### config.mk
export PLATFORM = sky130hd
export DESIGN_NAME = nd_arb2_flat
export DESIGN_NICKNAME = d
export VERILOG_FILES = /design/src/rtl/nd_arb2_if.sv /design/src/rtl/nd_arb2.sv /design/src/flat_wrapper.sv
export SDC_FILE = /design/constraint.sdc
export NUM_CORES = 1
export LEC_CHECK = 0
export ABC_AREA = 1
export CORE_ASPECT_RATIO = 1.4
export CORE_MARGIN = 5
export CORE_UTILIZATION = 45
export CTS_CLUSTER_SIZE = 24
export DETAILED_ROUTE_END_ITERATION = 8
export GPL_ROUTABILITY_DRIVEN = 0
export PLACE_DENSITY = 0.93
export SYNTH_ARGS = -nofsm -noshare
export SYNTH_HDL_FRONTEND = slang
export SYNTH_SLANG_ARGS = --single-unit
### constraint.sdc
create_clock -name i_clk -period 3.4 [get_ports i_clk]
set_input_delay 0.68 -clock i_clk [delete_from_list [all_inputs] [get_ports i_clk]]
set_output_delay 0.68 -clock i_clk [all_outputs]
set_load 0.01 [all_outputs]
### src/rtl/nd_arb2_if.sv
// Message channel bundle for the two-input arbiter: two upstream 4-phase
// requesters (rcv0, rcv1) and one downstream 4-phase sender (snd0).
//   slave  : arbiter view (takes rcvN_*, drives rcvN_ack and snd0_*)
//   master : environment view (drives rcvN_* and snd0_ack)
interface nd_arb2_if #(
  parameter int unsigned ASZ = 8,
  parameter int unsigned DSZ = 8,
  parameter int unsigned RSZ = 4
);
  logic           rcv0_req;
  logic           rcv0_ack;
  logic [ASZ-1:0] rcv0_addr;
  logic [DSZ-1:0] rcv0_dat;
  logic [RSZ-1:0] rcv0_red;

  logic           rcv1_req;
  logic           rcv1_ack;
  logic [ASZ-1:0] rcv1_addr;
  logic [DSZ-1:0] rcv1_dat;
  logic [RSZ-1:0] rcv1_red;

  logic           snd0_req;
  logic           snd0_ack;
  logic [ASZ-1:0] snd0_addr;
  logic [DSZ-1:0] snd0_dat;
  logic [RSZ-1:0] snd0_red;

  modport slave (
    input  rcv0_req, rcv0_addr, rcv0_dat, rcv0_red,
    output rcv0_ack,
    input  rcv1_req, rcv1_addr, rcv1_dat, rcv1_red,
    output rcv1_ack,
    output snd0_req, snd0_addr, snd0_dat, snd0_red,
    input  snd0_ack
  );

  modport master (
    output rcv0_req, rcv0_addr, rcv0_dat, rcv0_red,
    input  rcv0_ack,
    output rcv1_req, rcv1_addr, rcv1_dat, rcv1_red,
    input  rcv1_ack,
    input  snd0_req, snd0_addr, snd0_dat, snd0_red,
    output snd0_ack
  );
endinterface

### src/rtl/nd_arb2.sv
// Two-input round-robin arbiter feeding one 4-phase message channel.
// Holds at most one message: latches it from the granted requester, acks
// the requester, then runs a full req/ack cycle on snd0.
// Ports:
//   i_clk  : clock, all state changes on rising edge
//   reset  : asynchronous, active-low
//   ready  : high once initialised after reset
//   bus    : nd_arb2_if.slave (rcv0_*, rcv1_*, snd0_*)
module nd_arb2 #(
  parameter int unsigned ASZ = 8,
  parameter int unsigned DSZ = 8,
  parameter int unsigned RSZ = 4
) (
  input  logic       i_clk,
  input  logic       reset,
  output logic       ready,
  nd_arb2_if.slave   bus
);

  typedef enum logic [1:0] {
    S_INIT    = 2'd0,
    S_IDLE    = 2'd1,
    S_SEND    = 2'd2,
    S_RELEASE = 2'd3
  } state_t;

  state_t         state_q;
  logic           last_q;
  logic           ack0_q;
  logic           ack1_q;
  logic           sreq_q;
  logic [ASZ-1:0] addr_q;
  logic [DSZ-1:0] dat_q;
  logic [RSZ-1:0] red_q;

  logic elig0;
  logic elig1;
  logic pick0;
  logic pick1;

  // A requester whose previous message is still being acknowledged is not eligible.
  assign elig0 = bus.rcv0_req & ~ack0_q;
  assign elig1 = bus.rcv1_req & ~ack1_q;

  // On a tie the input that did not win last time is granted.
  assign pick1 = elig1 & (~elig0 | ~last_q);
  assign pick0 = elig0 & ~pick1;

  assign bus.rcv0_ack  = ack0_q;
  assign bus.rcv1_ack  = ack1_q;
  assign bus.snd0_req  = sreq_q;
  assign bus.snd0_addr = addr_q;
  assign bus.snd0_dat  = dat_q;
  assign bus.snd0_red  = red_q;

  // Output-side FSM plus independent input-side ack release.
  always_ff @(posedge i_clk or negedge reset) begin
    if (!reset) begin
      state_q <= S_INIT;
      last_q  <= 1'b1;
      ready   <= 1'b0;
      ack0_q  <= 1'b0;
      ack1_q  <= 1'b0;
      sreq_q  <= 1'b0;
      addr_q  <= '0;
      dat_q   <= '0;
      red_q   <= '0;
    end else begin
      // Release is evaluated every cycle; a grant only targets an input whose
      // ack is low, so it never collides with a release of the same input.
      if (ack0_q && !bus.rcv0_req) ack0_q <= 1'b0;
      if (ack1_q && !bus.rcv1_req) ack1_q <= 1'b0;

      case (state_q)
        S_INIT: begin
          ready   <= 1'b1;
          state_q <= S_IDLE;
        end
        S_IDLE: begin
          if (pick0) begin
            addr_q  <= bus.rcv0_addr;
            dat_q   <= bus.rcv0_dat;
            red_q   <= bus.rcv0_red;
            ack0_q  <= 1'b1;
            sreq_q  <= 1'b1;
            last_q  <= 1'b0;
            state_q <= S_SEND;
          end else if (pick1) begin
            addr_q  <= bus.rcv1_addr;
            dat_q   <= bus.rcv1_dat;
            red_q   <= bus.rcv1_red;
            ack1_q  <= 1'b1;
            sreq_q  <= 1'b1;
            last_q  <= 1'b1;
            state_q <= S_SEND;
          end
        end
        S_SEND: begin
          if (bus.snd0_ack) begin
            sreq_q  <= 1'b0;
            state_q <= S_RELEASE;
          end
        end
        S_RELEASE: begin
          if (!bus.snd0_ack) state_q <= S_IDLE;
        end
        default: state_q <= S_INIT;
      endcase
    end
  end

endmodule

### src/flat_wrapper.sv
// flat-port wrapper written by rule: the top's interface ports become plain ports
module nd_arb2_flat 
#(
  parameter int unsigned ASZ = 8,
  parameter int unsigned DSZ = 8,
  parameter int unsigned RSZ = 4
)
  (i_clk, reset, ready, bus_rcv0_req, bus_rcv0_addr, bus_rcv0_dat, bus_rcv0_red, bus_rcv0_ack, bus_rcv1_req, bus_rcv1_addr, bus_rcv1_dat, bus_rcv1_red, bus_rcv1_ack, bus_snd0_req, bus_snd0_addr, bus_snd0_dat, bus_snd0_red, bus_snd0_ack);
  nd_arb2_if #(.ASZ(ASZ), .DSZ(DSZ), .RSZ(RSZ)) bus_i ();
  input  logic i_clk;
  input  logic reset;
  output logic ready;
  input wire logic [$bits(bus_i.rcv0_req)-1:0] bus_rcv0_req;
  input wire logic [$bits(bus_i.rcv0_addr)-1:0] bus_rcv0_addr;
  input wire logic [$bits(bus_i.rcv0_dat)-1:0] bus_rcv0_dat;
  input wire logic [$bits(bus_i.rcv0_red)-1:0] bus_rcv0_red;
  output wire logic [$bits(bus_i.rcv0_ack)-1:0] bus_rcv0_ack;
  input wire logic [$bits(bus_i.rcv1_req)-1:0] bus_rcv1_req;
  input wire logic [$bits(bus_i.rcv1_addr)-1:0] bus_rcv1_addr;
  input wire logic [$bits(bus_i.rcv1_dat)-1:0] bus_rcv1_dat;
  input wire logic [$bits(bus_i.rcv1_red)-1:0] bus_rcv1_red;
  output wire logic [$bits(bus_i.rcv1_ack)-1:0] bus_rcv1_ack;
  output wire logic [$bits(bus_i.snd0_req)-1:0] bus_snd0_req;
  output wire logic [$bits(bus_i.snd0_addr)-1:0] bus_snd0_addr;
  output wire logic [$bits(bus_i.snd0_dat)-1:0] bus_snd0_dat;
  output wire logic [$bits(bus_i.snd0_red)-1:0] bus_snd0_red;
  input wire logic [$bits(bus_i.snd0_ack)-1:0] bus_snd0_ack;
  assign bus_i.rcv0_req = bus_rcv0_req;
  assign bus_i.rcv0_addr = bus_rcv0_addr;
  assign bus_i.rcv0_dat = bus_rcv0_dat;
  assign bus_i.rcv0_red = bus_rcv0_red;
  assign bus_rcv0_ack = bus_i.rcv0_ack;
  assign bus_i.rcv1_req = bus_rcv1_req;
  assign bus_i.rcv1_addr = bus_rcv1_addr;
  assign bus_i.rcv1_dat = bus_rcv1_dat;
  assign bus_i.rcv1_red = bus_rcv1_red;
  assign bus_rcv1_ack = bus_i.rcv1_ack;
  assign bus_snd0_req = bus_i.snd0_req;
  assign bus_snd0_addr = bus_i.snd0_addr;
  assign bus_snd0_dat = bus_i.snd0_dat;
  assign bus_snd0_red = bus_i.snd0_red;
  assign bus_i.snd0_ack = bus_snd0_ack;
  nd_arb2 #(.ASZ(ASZ), .DSZ(DSZ), .RSZ(RSZ)) u_core (.i_clk(i_clk), .reset(reset), .ready(ready), .bus(bus_i));
endmodule
# Word-level counts from Yosys, hierarchy flattened
# Cells that the tools add are included.
# totals
rom_bits	0
mem_count	0
latch_bits	0
mem_bits_rw	0
reg_bits	27
elab_cells	58
# classes
mux	23
n_mul	0
n_shift	0
n_eq_ne	6
magnitude_cmp	0
bitwise_logic	10
div_mod_pow	0
n_reduce_logical	10
n_addsub	0
# op_table
op	count
8-bit two-way mux	4
1-bit two-way mux	11
2-bit two-way mux	4
4-bit two-way mux	2
2-bit one-hot mux with 4 select lines	1
3-bit AND reduction	2
1-bit inverter	5
1-bit AND	4
2-bit == test, second input constant	2
2-bit != test, second input constant	2
2-bit nonzero test	2
3-bit by 1-bit != test with 1-bit output, second input constant	1
2-bit by 1-bit == test with 1-bit output, second input constant	1
1-bit logical AND	2
1-bit zero test	2
2-bit zero test	1
1-bit one-hot mux with 2 select lines	1
2-bit AND reduction	1
1-bit OR	1

# Depth between registers and ports, before layout
# logic_depth
depth_word	9
mapped_depth	8

# Worst setup path before layout
# No wires, ideal clock.
# synth_timing
path_type	input -> register
startpoint	input port bus_rcv1_req
endpoint	register u_core.addr_q[0] (netlist: u_core.bus.snd0_addr[0])
n_path_buf	1
arrival_ps	1238
setup_time_ps	117
path_slack_ps	2045
stages	6
path_cell_list	nand2_2 > a21oi_4 > inv_2 > buf_6 > nand2_1 > nand2_1
# synth_between
elab_chain_cells	6
elab_cells_between_ends	7
cone_classes	mux: 1; bitwise: 4; reduce/logical: 2
# synth_lines
element	line_no	rtl
start, declared	flat_wrapper.sv:18	input wire logic [$bits(bus_i.rcv1_req)-1:0] bus_rcv1_req;
1-bit AND (*)	nd_arb2.sv:43	assign elig1 = bus.rcv1_req & ~ack1_q;
1-bit AND (*)	nd_arb2.sv:46	assign pick1 = elig1 & (~elig0 | ~last_q);
1-bit inverter	nd_arb2.sv:47	assign pick0 = elig0 & ~pick1;
1-bit AND	nd_arb2.sv:47	
2-bit nonzero test (no line)	n/a	
2-bit AND reduction (no line)	n/a	
end signal, assigned	nd_arb2.sv:81	addr_q <= bus.rcv0_addr;
end signal, assigned	nd_arb2.sv:89	addr_q <= bus.rcv1_addr;
end, declared	nd_arb2.sv:32	logic [ASZ-1:0] addr_q;
# Mark *: on every way between the ends. The rest lies on a longest branch, timed or not.
# A chain may end at the register's enable or synchronous reset.

# Final worst setup path
# layout_timing
startpoint	input port bus_rcv1_req
endpoint	register u_core.dat_q[1] (netlist: u_core.bus.snd0_dat[1])
# layout_between
elab_chain_cells	6
elab_cells_between_ends	7
cone_classes	mux: 1; bitwise: 4; reduce/logical: 2
# layout_lines
element	line_no	rtl
1-bit AND (*)	nd_arb2.sv:43	
1-bit AND (*)	nd_arb2.sv:46	
1-bit inverter	nd_arb2.sv:47	
1-bit AND	nd_arb2.sv:47	
2-bit nonzero test (no line)	n/a	
2-bit AND reduction (no line)	n/a	
end signal, assigned	nd_arb2.sv:82	dat_q <= bus.rcv0_dat;
end signal, assigned	nd_arb2.sv:90	dat_q <= bus.rcv1_dat;
end, declared	nd_arb2.sv:33	logic [DSZ-1:0] dat_q;
# Marks and branches as above.

==> results by group <==
Finish
  – Synth-to-layout area growth: 45.1%
  – Layout cells sized above 1: 4.64%
  – Most common cell after layout, fill and taps aside: nand2_1
  – Diodes inserted: 0
  – Number of nets in the layout: 330
  – Final Util: 67.6%
  – Commonest cells after routing, fill and taps aside: 70 x nand2_1, 68 x clkdlybuf4s50_1, 47 x inv_1

Timing
  – Final hold vios: 0
  – Max Clock Skew: 0.00430 ns
  – Setup TNS: 0 ns
  – Endpoints failing setup: 0
  – Period utilization: 61.6%
  – Fin. max-slew vios: 0
  – Worst-Margin Slew: 0.813 ns
  – Rel. slew slack: 45.8%
  – Crit path time final: 2.09 ns
  – Fmax: 0.478 GHz
  – RSZ-0062 raised after global routing: false

Setup path
  – Crit path buf inv count: 1
  – CP Launch Type: input pin
  – Worst path cell trace: clkdlybuf4s50_1, nand2_2, o21ai_2, nand2_1, nand3_1, nand2_1
  – Crit-path slowest cell: o21ai_2
  – Worst r2r path cells: 7
  – Worst r2r src: u_core.state_q[1]$_DFFE_PN0P_
  – R2R Setup Slk: 1.74 ns
  – Crit-path most repeated cell: nand2_1
  – Worst reg2reg path endpoint: u_core.bus.snd0_dat[2]$_DFFE_PN0P_
  – Biggest cell delay along the critical path: 0.65 ns
  – Crit path kind: input pin to flop
  – Type of element capturing the critical path: flop
  – Critical Path Fanout Max: 22
  – Crit. path cell count: 6
  – Critical Path RT: 3.56 ns
  – CP top delay family: compound AO/OA/AOI/OAI gates
  – Worst EP arrival: 2.25 ns

Power
  – VDD IR max: 0.459 mV
  – PD cells: 739 mW/mm^2
  – P_leak: 0.00121 uW

GRT
  – Tot GR Track Use: 17.0%
  – First-pass GRT wire length: 6.49 mm
  – Vias in the first global route: 1536
  – Congestion Overflow GR: 0
  – Largest net degree at the start of global routing: 28
  – Initial antenna violation count: 0

Placed design
  – DP HPWL: 2.98 mm
  – PortBufs: 68

Route
  – Routed Antenna Nets: 0
  – WL final: 3.86 mm
  – Drt first pass iters: 4
  – Wire per inst: 12.0 um
  – Routed vias: 1515
  – Vias per inst: 4.73
  – Iter 0 DRT Violations: 46
  – Drt drc: 0

Hold path
  – Hold path endpoint: u_core.bus.snd0_addr[5]$_DFFE_PN0P_
  – Hold depth: 2
  – Hold Crit Class: flop to flop
  – Hold_sp: u_core.bus.snd0_addr[5]$_DFFE_PN0P_

Clock network
  – # H-tree levels: 1
  – Root Driver: clkbuf_8
  – Clk slew on worst S/H paths: 0.09 ns
  – CTS Buf Count: 3
  – TritonCTS clock tree: yes
  – # hold bufs at CTS: 0
  – CTS max path bufs: 2
  – Post-CTS setup buffer count: 0
  – Worst-skew pair later-pin latency: 0.26 ns
  – Cts repair resizes: 0
  – Clock Sink Count: 27

Job
  – Max Cap Viol: 0

Yosys
  – Synth top area share: 41.8%
  – Post-Syn Nets: 265
  – Seq/Total Area, Yosys: 43.5%
  – Gate count of the mapped netlist: 216
  – Flop and latch count out of synthesis: 27
  – Top post-synthesis cells by area: dfrtp_1 42%, nand2_1 17%, nand3_1 14%
  – Mapped cell area: 0.00156 mm^2
  – Yosys warnings: 0
  – Avg Cell Area, Syn: 7.21 um^2
  – Distinct cells, synth: 16
  – Leading area contributor after synthesis: dfrtp_1

Die
  – Die Wd: 59.7 um
  – Num rows: 25
  – Core footprint: 0.00335 mm^2
  – Initial Util: 46.5%
  – Die Y: 79.6 um
  – Die area: 0.00476 mm^2
  – I/O Pins: 69

Outcome
  – Outcome: finished, final reports clean
[cells by family after synthesis]
family | synth area share (%)
AO/OA/AOI/OAI | 3.21
AND/OR/NAND/NOR | 32.4
buffers and inverters | 17.7
adder cells (fa/ha/maj) | 3.21
flip-flops | 43.5
[tightest hold or removal path, stage by stage (launching register included)]
cell and delay [ns]:
dfrtp_1 0.35, nand2_1 0.05, nand2_1 0.05
[layer usage]
| layer | vias up | track usage (%) | part of all wire [%] |
|---|---|---|---|
| met5 | - | 0 | 0 |
| met4 | 0 | 3.55 | 0.65 |
| met3 | 4 | 3.56 | 7.7 |
| met2 | 58 | 31.1 | 50 |
| met1 | 682 | 19.8 | 41 |
| li1 | 771 | - | - |
[worst max path at each step]
stage | from | end
floorplan | bus_rcv1_req | u_core.bus.snd0_addr[0]$_DFFE_PN0P_
global placement | bus_rcv1_req | u_core.bus.snd0_addr[3]$_DFFE_PN0P_
detailed placement | bus_rcv1_req | u_core.bus.snd0_dat[1]$_DFFE_PN0P_
CTS | bus_rcv1_req | u_core.bus.snd0_dat[1]$_DFFE_PN0P_
global route | bus_rcv1_req | u_core.bus.snd0_addr[3]$_DFFE_PN0P_
finish | bus_rcv1_req | u_core.bus.snd0_dat[1]$_DFFE_PN0P_
[where the power goes]
group	switching, uW	total, uW	internal, uW
sequential	95.9	580	484
clock	96.2	180	83.7
combinational	470	912	442
[synthesized netlist by cell type]
cell type  number
a21oi_4         1
clkinv_1        1
o21ai_0         5
nand2_2         2
o21ai_2         1
buf_6           6
inv_2           2
or2_2           1
nor2_1          1
ha_1            4
nand2_1        70
inv_1          47
dfstp_2         1
dfrtp_1        26
nand3_1        44
buf_2           4
[area by class of cell]
type	instances	area, um^2
fillers	284	1090
repair buffers	70	696
flip-flops and latches	27	677
multi-input cells	129	606
inverters	50	188
well taps	40	50.0
clock buffers	4	45.0
[stage by stage]
stage | power (uW) | instances | hold slack [ns] | instance area (um^2) | setup slack, ns
after CTS | 1690 | 320 | 0.488 | 2260 | 1.29
after global placement | 1480 | 316 | 0.462 | 2220 | 1.11
after global routing | 1820 | 320 | 0.507 | 2260 | 1.15
after detailed placement | 1510 | 316 | 0.462 | 2220 | 1.01
after floorplan | 1140 | 216 | 0.384 | 1560 | 2.05
final | 1670 | 320 | 0.486 | 2260 | 1.31
[state kept, by name, indices dropped and copies added, names as in the netlist]
name                  flops
u_core.state_q            2
u_core.bus.rcv0_ack       1
u_core.bus.snd0_addr      8
u_core.bus.snd0_red       4
u_core.last_q             1
u_core.bus.snd0_req       1
u_core.bus.rcv1_ack       1
u_core.bus.snd0_dat       8
u_core.ready              1
Note: power is estimated with default switching activity, not from simulation.
